## src/rtl/riscv_pkg.sv

```systemverilog
// riscv_pkg: types and constants shared by the RV32I fetch stage.
// The fetch entry layout is {word, pc, fault}, with the fault bit in the LSB.
package riscv_pkg;

  localparam int          INS_BYTES = 4;
  localparam logic [31:0] RESET_PC  = 32'h0000_0000;

  typedef struct packed {
    logic [31:0] word;
    logic [31:0] pc;
    logic        fault;
  } fetch_entry_t;

endpackage

```

## src/rtl/riscv_fetch_fifo.sv

```systemverilog
// riscv_fetch_fifo: power-of-two circular buffer holding fetched entries in order.
// Flush empties the buffer and takes priority over push and pop.
module riscv_fetch_fifo
  import riscv_pkg::*;
#(
  parameter int Depth = 4,
  parameter int Width = 65
) (
  input  logic                   clock,
  input  logic                   reset,
  input  logic                   flush,
  input  logic                   push,
  input  logic [Width-1:0]       push_data,
  input  logic                   pop,
  output logic [Width-1:0]       head_data,
  output logic [$clog2(Depth):0] count
);

  localparam int PtrW = $clog2(Depth);
  localparam int CntW = PtrW + 1;

  logic [Width-1:0] mem [Depth];
  logic [PtrW-1:0]  head;
  logic [PtrW-1:0]  tail;

  // Pointers wrap naturally because Depth is a power of two.
  always_ff @(posedge clock or posedge reset) begin
    if (reset) begin
      head  <= '0;
      tail  <= '0;
      count <= '0;
      for (int i = 0; i < Depth; i++) mem[i] <= '0;
    end else if (flush) begin
      head  <= '0;
      tail  <= '0;
      count <= '0;
    end else begin
      if (push) begin
        mem[tail] <= push_data;
        tail      <= tail + PtrW'(1);
      end
      if (pop) head <= head + PtrW'(1);
      count <= count + CntW'(push) - CntW'(pop);
    end
  end

  assign head_data = mem[head];

endmodule

```

## src/rtl/riscv_fetch_queue.sv

```systemverilog
// riscv_fetch_queue: RV32I fetch stage with an in-order instruction queue and redirect flush.
// Optional macro FETCH_ALIGN_CHECK_EN turns misaligned redirects into a fault entry and halts fetch.
module riscv_fetch_queue
  import riscv_pkg::*;
#(
  parameter int               dataW   = 32,
  parameter int               AddrW   = 32,
  parameter int               Depth   = 4,
  parameter logic [AddrW-1:0] ResetPC = AddrW'(RESET_PC)
) (
  input  logic             clock,
  input  logic             reset,
  output logic             RomReq,
  output logic [AddrW-1:0] RomAddr,
  input  logic             RomGnt,
  input  logic             RomRValid,
  input  logic [dataW-1:0] RomRData,
  output logic             InsValid,
  input  logic             InsReady,
  output logic [dataW-1:0] InsWord,
  output logic [AddrW-1:0] InsPC,
  output logic             InsFault,
  input  logic             Redirect,
  input  logic [AddrW-1:0] RedirectPC
);

  localparam int               CntW   = $clog2(Depth) + 1;
  localparam int               EntW   = dataW + AddrW + 1;
  localparam logic [AddrW-1:0] StepPC = AddrW'(INS_BYTES);

  logic [AddrW-1:0] fetch_pc;
  logic [AddrW-1:0] issue_pc;
  logic [AddrW-1:0] target_pc;
  logic [AddrW-1:0] fault_pc;
  logic [CntW-1:0]  count;
  logic [CntW-1:0]  outstanding;
  logic [CntW-1:0]  drop_cnt;
  logic [CntW:0]    in_use;
  logic             halted;
  logic             fault_push;
  logic             grant;
  logic             keep_rsp;
  logic             push;
  logic             pop;
  logic [EntW-1:0]  push_data;
  logic [EntW-1:0]  head_data;

  // Queue slots are reserved at issue time, so responses never need backpressure.
  assign target_pc = {RedirectPC[AddrW-1:2], 2'b00};
  assign in_use    = {1'b0, count} + {1'b0, outstanding};
  assign RomReq    = !reset && !Redirect && !halted && (in_use < (CntW+1)'(Depth));
  assign RomAddr   = fetch_pc;
  assign grant     = RomReq && RomGnt;
  assign keep_rsp  = RomRValid && (drop_cnt == '0) && !Redirect;
  assign push      = keep_rsp || (fault_push && !Redirect);
  assign pop       = InsValid && InsReady && !Redirect;
  assign push_data = fault_push ? {{dataW{1'b0}}, fault_pc, 1'b1}
                                : {RomRData, issue_pc, 1'b0};

  assign InsValid = (count != '0);
  assign InsWord  = head_data[EntW-1 -: dataW];
  assign InsPC    = head_data[AddrW:1];

  // issue_pc is the PC of the next kept response; every stale response is covered by drop_cnt.
  always_ff @(posedge clock or posedge reset) begin
    if (reset) begin
      fetch_pc    <= ResetPC;
      issue_pc    <= ResetPC;
      outstanding <= '0;
      drop_cnt    <= '0;
    end else begin
      outstanding <= outstanding + CntW'(grant) - CntW'(RomRValid);
      if (Redirect) begin
        fetch_pc <= target_pc;
        issue_pc <= target_pc;
        drop_cnt <= outstanding - CntW'(RomRValid);
      end else begin
        if (grant)    fetch_pc <= fetch_pc + StepPC;
        if (keep_rsp) issue_pc <= issue_pc + StepPC;
        if (RomRValid && (drop_cnt != '0)) drop_cnt <= drop_cnt - CntW'(1);
      end
    end
  end

`ifdef FETCH_ALIGN_CHECK_EN
  // The fault entry is pushed the cycle after the flush, into an empty queue.
  always_ff @(posedge clock or posedge reset) begin
    if (reset) begin
      halted     <= 1'b0;
      fault_push <= 1'b0;
      fault_pc   <= '0;
    end else if (Redirect) begin
      halted     <= (RedirectPC[1:0] != 2'b00);
      fault_push <= (RedirectPC[1:0] != 2'b00);
      fault_pc   <= RedirectPC;
    end else begin
      fault_push <= 1'b0;
    end
  end

  assign InsFault = head_data[0];
`else
  logic [1:0] unused_pc_lsb;
  logic       unused_fault;

  assign halted        = 1'b0;
  assign fault_push    = 1'b0;
  assign fault_pc      = '0;
  assign unused_pc_lsb = RedirectPC[1:0];
  assign unused_fault  = head_data[0];
  assign InsFault      = 1'b0;
`endif

  riscv_fetch_fifo #(
    .Depth (Depth),
    .Width (EntW)
  ) u_fifo (
    .clock     (clock),
    .reset     (reset),
    .flush     (Redirect),
    .push      (push),
    .push_data (push_data),
    .pop       (pop),
    .head_data (head_data),
    .count     (count)
  );

endmodule

```

## config.mk

```make
export PLATFORM = sky130hd
export DESIGN_NAME = riscv_fetch_queue
export DESIGN_NICKNAME = d
export VERILOG_FILES = /design/src/rtl/riscv_pkg.sv /design/src/rtl/riscv_fetch_fifo.sv /design/src/rtl/riscv_fetch_queue.sv
export SDC_FILE = /design/constraint.sdc
export NUM_CORES = 1
export LEC_CHECK = 0
export BUFFER_PORTS_ARGS = -buffer_cell sky130_fd_sc_hd__buf_2
export CORE_ASPECT_RATIO = 0.75
export CORE_UTILIZATION = 25
export CTS_CLUSTER_SIZE = 24
export DETAILED_ROUTE_END_ITERATION = 7
export PLACE_DENSITY_LB_ADDON = 0.15
export SETUP_SLACK_MARGIN = 0.05
export SYNTH_ARGS = -nofsm -noshare
export SYNTH_HDL_FRONTEND = slang
export SYNTH_SLANG_ARGS = --single-unit
```

## constraint.sdc

```tcl
create_clock -name clock -period 25.1 [get_ports clock]
set_input_delay 5.02 -clock clock [delete_from_list [all_inputs] [get_ports clock]]
set_output_delay 5.02 -clock clock [all_outputs]
set_load 0.02 [all_outputs]
```

==> results of run 1 <==
kinds of logic after synthesis:
group / Yosys count / share of synthesized area [%]
compound gates: 58 / 2.47
xor+xnor: 48 / 2.82
fa+ha+maj: 18 / 1.61
buf+inv: 94 / 2.81
flops: 321 / 53.9
mux: 332 / 29.7
other cells: 1 / 0.0252
simple gates: 179 / 6.59
final cells by class:
class,count,share of cell area (%)
clock inverters,8,0.551
flip-flops and latches,321,45.4
clock buffers,58,6.14
multi-input cells,640,36.7
well taps,790,5.58
repair buffers,175,5.15
inverters,21,0.488
per-layer routing:
layer / wire (microns) / GRT usage, % / up-vias
met5: 0 / 0 / -
met4: 864 / 3.88 / 0
met3: 1460 / 2.48 / 59
met2: 17400 / 19.7 / 124
met1: 19100 / 18.9 / 4839
li1: - / - / 4141
worst max-delay path: stages:
cell and delay, ps:
buf_2 90, buf_4 300, inv_1 100, buf_4 430
and3_1 240, buf_2 160
worst max path at each step:
stage                   from                      end  slack [ps]  cells past startpoint
floorplan              reset  RomAddr[10]$_DFFE_PP0P_       11200                      1
global route        Redirect                   RomReq       13570                      6
detailed placement  Redirect                   RomReq       13670                      6
global placement    Redirect                   RomReq       13640                      6
finish              Redirect                   RomReq       13730                      6
CTS                 Redirect                   RomReq       13670                      6
through the flow:
step | setup slack (ps) | hold slack (ps)
2_1_floorplan | 11200 | 474
3_3_place_gp | 13640 | 482
3_5_place_dp | 13670 | 488
4_1_cts | 13670 | 501
5_1_grt | 13570 | 510
6_report | 13730 | 499
cell usage after synthesis, types with 2 or more instances:
| cell | n |
|---|---|
| dfrtp_1 | 321 |
| mux2_2 | 266 |
| mux4_2 | 62 |
| nand2_1 | 42 |
| buf_2 | 37 |
| nand3_1 | 34 |
| xor2_1 | 30 |
| clkbuf_1 | 27 |
| nor2_1 | 24 |
| o21ai_0 | 24 |
| nand4_1 | 22 |
| inv_1 | 20 |
| xnor2_1 | 18 |
| ha_1 | 16 |
| and3_1 | 14 |
| o211ai_1 | 13 |
| and4_1 | 6 |
| buf_4 | 5 |
| and2_1 | 4 |
| mux2i_1 | 4 |
| nand2b_1 | 4 |
| nor3_1 | 4 |
| or3_1 | 4 |
| a21boi_0 | 3 |
| a21oi_1 | 3 |
| a31oi_1 | 3 |
| buf_1 | 3 |
| nand3b_1 | 3 |
| nor4_1 | 3 |
| o31ai_1 | 3 |
| or4_1 | 3 |
| a21o_1 | 2 |
| and2_0 | 2 |
| fa_1 | 2 |
| o311ai_0 | 2 |
sequential cells by signal, summed over array words and instances, names as in the netlist:
register	flops
RomAddr	30
drop_cnt	3
issue_pc	30
outstanding	3
u_fifo.count	3
u_fifo.head	2
u_fifo.mem	248
u_fifo.tail	2
power by group:
part	leakage, uW	internal [uW]	total, uW	switching, uW
clock	0.000580	319	539	220
sequential	0.00421	638	732	93.8
combinational	0.00342	266	544	278
total	0.00821	1220	1810	592
==> metrics, run 1 <==
run status finished, final reports clean; die area 60600 sq um; commonest non-fill, non-tap cells in the layout dfrtp_1, mux2_2, buf_2; Root Buffer clkbuf_16; cts hold-fix bufs 0; Inst Count DP 1947; Critical Path Start Type input port; Power, Total 1810 uW; Power Density 103 nW/um^2; final WL 38.8 mm; Util after Layout 30.1%; WHS Path Cells 1; gr ovfl total 0; cell area after synthesis 14900 sq um; RSZ-0062 raised after global routing false; worst hold-check path type reg -> reg; skew final 19.2 ps; Worst Path Class, Setup in -> out; CP Capture Type output port; RePlAce Congestion 0.726; FF+latch count, synth 321; initial antenna violation count 5; Max clock buf depth 3; Post-Layout Cell Count 2013; Die H 213 microns; TritonCTS Buffers 38; Yosys top cell area share 53.9%; top post-synthesis cells by area dfrtp_1, mux2_2, mux4_2; reg2reg start u_fifo.count[2]$_DFF_PP0_; register area 8040 sq um; first-pass GRT wire length 60.6 mm; nets@finish 1285; area of the multi-input gates 6490 sq um; Post-synth top flop dfrtp_1; pin count of the biggest net entering global routing 124; YS warnings 0; hold path startpoint u_fifo.mem[187]$_DFFE_PP0P_; syn avg cell area 14.2 sq um; Core Region 58900 sq um; Worst-path clk slew 60 ps; Syn-to-layout area delta 18.8%; vias per cell 4.55; ANT cells 0; sequential area share after synthesis 53.9%; num rows 77; I/O pin count 169; Final TNS setup 0 ps; VDD IR max 0.0000404 V; post-synth cell types 53; dominant cell type by area after synthesis dfrtp_1; Post-synth ARST share 100%; Num Clock Sinks 321; Slew headroom 32.3%; number of max-cap violations 0; most common cell after layout, fill and taps aside dfrtp_1; setup repair bufs after CTS 0; final slew viol count 0; DRT iter0 DRCs 384; Hold Path Sink u_fifo.mem[187]$_DFFE_PP0P_; IO buf count 161; Skew-Pair Late Insertion Delay 540 ps; vias in the first global route 9626; DR DRC count 0; Arr. time, crit path 6350 ps; Area after DPL 16500 sq um; Critical Path Fanout Max 54; Die Wd 284 microns; post-DP HPWL 24.7 mm; CTS tree built; Crit path required time 20080 ps; synthesized instance count 1051; final worst path period share 45.3%; layout cells sized above 1 46.7%; drt wl/cell 19.3 microns; FF-to-FF End outstanding[2]$_DFF_PP0_; Post-synth EDFFs 0; Post-CTS Resized 0; worst slew pin tran 1010 ps; post-route minimum period 11370 ps; Reg2Reg Depth 12; fmax 0.0879 GHz; Leakage 0.00821 uW; Final Hold Fails 0; Setup violations, final 0; gr usage total 13.1%; R2R Setup Slk 21850 ps; DRT antenna net count 0; Initial Util 25.3%; Fillers 5945; Pre-antenna DRT Iters 4; routed via count 9163; CTS HTree Levels 2; design area 17700 sq um
(Power assumes the default switching activity.)
==> run 2, diff against run 1 <==
==> constraint.sdc (replaced) <==
create_clock -name clock -period 9.7 [get_ports clock]
set_input_delay 1.94 -clock clock [delete_from_list [all_inputs] [get_ports clock]]
set_output_delay 1.94 -clock clock [all_outputs]
set_load 0.02 [all_outputs]
==> run 2 against run 1 <==
- global-route usage down 0.17 points
- clock skew decreased by 8.4 ps
- power grew to 2.7 times the previous value
- highest routed layer unchanged
- cell count rose by 0.25%
- combinational power grew to 2.6 times the previous value
==> metrics, run 2 (synthesis results as in run 1) <==
Switch Pwr 1550 uW (+160%); num rows 77 (unchanged); Logic pwr share 29.2% (-0.8 points); TritonCTS Buffers 39 (+2.6%); layout cells sized above 1 47.4% (+0.74 points); pin count of the biggest net entering global routing 164 (+32%); Core Region 58900 sq um (unchanged); Arr. time, crit path 3070 ps (-3280 ps); Worst Path Class, Setup reg -> out; commonest non-fill, non-tap cells in the layout dfrtp_1, mux2_2, buf_2; Post-Layout Cell Count 2018 (+0.25%); worst slew pin tran 1020 ps (+5.21 ps); Power Density 269 nW/um^2 (+160%); Critical Path Fanout Max 34 (-37%); Int Pwr 3270 uW (+170%); run status finished, final reports clean; RePlAce Congestion 0.747 (+2.9%); Leakage 0.00829 uW (+1.0%); initial antenna violation count 3 (-2); IO buf count 161 (unchanged); Skew-Pair Late Insertion Delay 540 ps (about the same); Largest Register u_fifo.mem; DRT iter0 DRCs 379 (-1.3%); Worst-path clk slew 60 ps (about the same); most common cell after layout, fill and taps aside dfrtp_1; Final TNS setup 0 ps (unchanged); nets@finish 1285 (unchanged); DR DRC count 0 (unchanged); CTS HTree Levels 2 (unchanged); setup repair bufs after CTS 0 (unchanged); Seq pwr share 39.3% (-1.0 points); Final Hold Fails 0 (unchanged); post-route minimum period 5010 ps; skew final 10.8 ps (-8.36 ps); Crit. Startpoint u_fifo.head[0]$_DFFE_PP0P_; Initial Util 25.3% (unchanged); Fillers 5963 (+0.30%); Power, Total 4810 uW (+170%); final worst path period share 51.6%; CTS tree built; switching share of power 32.1% (-0.52 points); fmax 0.200 GHz; vias per cell 4.53 (-0.47%); reg2reg start outstanding[2]$_DFF_PP0_; gr ovfl total 0 (unchanged); die area 60600 sq um (unchanged); gr usage total 12.9% (-0.17 points); final WL 38.4 mm (-0.96%); Critical Path Start Type register; Die H 213 microns (unchanged); Die Wd 284 microns (unchanged); routed via count 9143 (-0.22%); Num Clock Sinks 321 (unchanged); RSZ-0062 raised after global routing false; VDD IR max 0.000110 V (+170%); CP Capture Type output port; Root Buffer clkbuf_16; final slew viol count 0 (unchanged); I/O pin count 169 (unchanged); vias in the first global route 9581 (-0.47%); WHS 496 ps (-2.50 ps); Slew headroom 32.0% (-0.35 points); cts hold-fix bufs 0 (unchanged); DRT antenna net count 0 (unchanged); post-DP HPWL 23.8 mm (-3.6%); Syn-to-layout area delta 19.9%; clock network fraction of design power 31.5% (+1.8 points); Crit path required time 7760 ps (-12320 ps); worst hold-check path type reg -> reg; Setup violations, final 0 (unchanged); Pre-antenna DRT Iters 4 (unchanged); max FFs per register 248 (unchanged); Inst Count DP 1946 (-0.051%); number of max-cap violations 0 (unchanged); Max clock buf depth 3 (unchanged); drt wl/cell 19.0 microns (-1.2%); first-pass GRT wire length 59.9 mm (-1.3%); Util after Layout 30.4% (+0.28 points); Post-CTS Resized 0 (unchanged); hold path startpoint u_fifo.mem[105]$_DFFE_PP0P_
-- run 2: cell count changes in the layout (fill, tap and decap cells not counted), moves of 3 or more --
cell | before | now
buf_4 | 14 | 11
clkbuf_8 | 4 | 10
clkinv_2 | 4 | 8
clkbuf_1 | 15 | 8
-- run 2: path summary, 6_finish.rpt --
path	end	cells past startpoint	slack (ps)
setup reg to reg	outstanding[2]$_DFF_PP0_	12	6420
hold / removal	u_fifo.mem[105]$_DFFE_PP0P_	1	500
min in group asynchronous	u_fifo.count[1]$_DFF_PP0_	2	1430
setup / recovery	InsPC[4]	3	4690
max in group asynchronous	RomAddr[17]$_DFFE_PP0P_	3	7030
hold reg to reg	u_fifo.mem[105]$_DFFE_PP0P_	1	500
-- run 2: cell type report --
cell class / instances / area [sq um] / area share [%]
Sequential cell: 321 / 8040 / 45.0
Multi-Input combinational cell: 640 / 6490 / 36.3
Clock buffer: 59 / 1190 / 6.68
Tap cell: 790 / 988 / 5.53
Timing Repair Buffer: 174 / 928 / 5.20
Clock inverter: 12 / 139 / 0.777
Inverter: 21 / 82.6 / 0.462
Antenna cell: 1 / 2.50 / 0.0140
-- run 2: layer usage --
layer	up-vias	wire, microns	global-route usage [%]
met5	-	0	0
met4	0	745	3.80
met3	50	1450	2.23
met2	142	17100	19.2
met1	4789	19100	19.0
li1	4162	-	-
-- run 2: worst max-delay path, cell delays in order (launching register included) --
cell and delay [ps]:
dfrtp_4 950, buf_4 710, mux4_2 660, buf_2 190
-- run 2: per-stage QoR --
stage	setup slack, ps	area (sq um)
floorplan	3480	14900
global placement	4530	16500
detailed placement	4550	16500
CTS	4500	17900
global route	4430	17900
finish	4690	17900
-- run 2: power by group through the flow --
stage	Clock (uW)	Sequential, uW	Combinational [uW]
final	1520	1890	1400
after global routing	1650	1950	1530
after CTS	1590	1900	1440
after detailed placement	0	1920	1440
after global placement	0	1920	1420
after floorplan	0	1810	1060
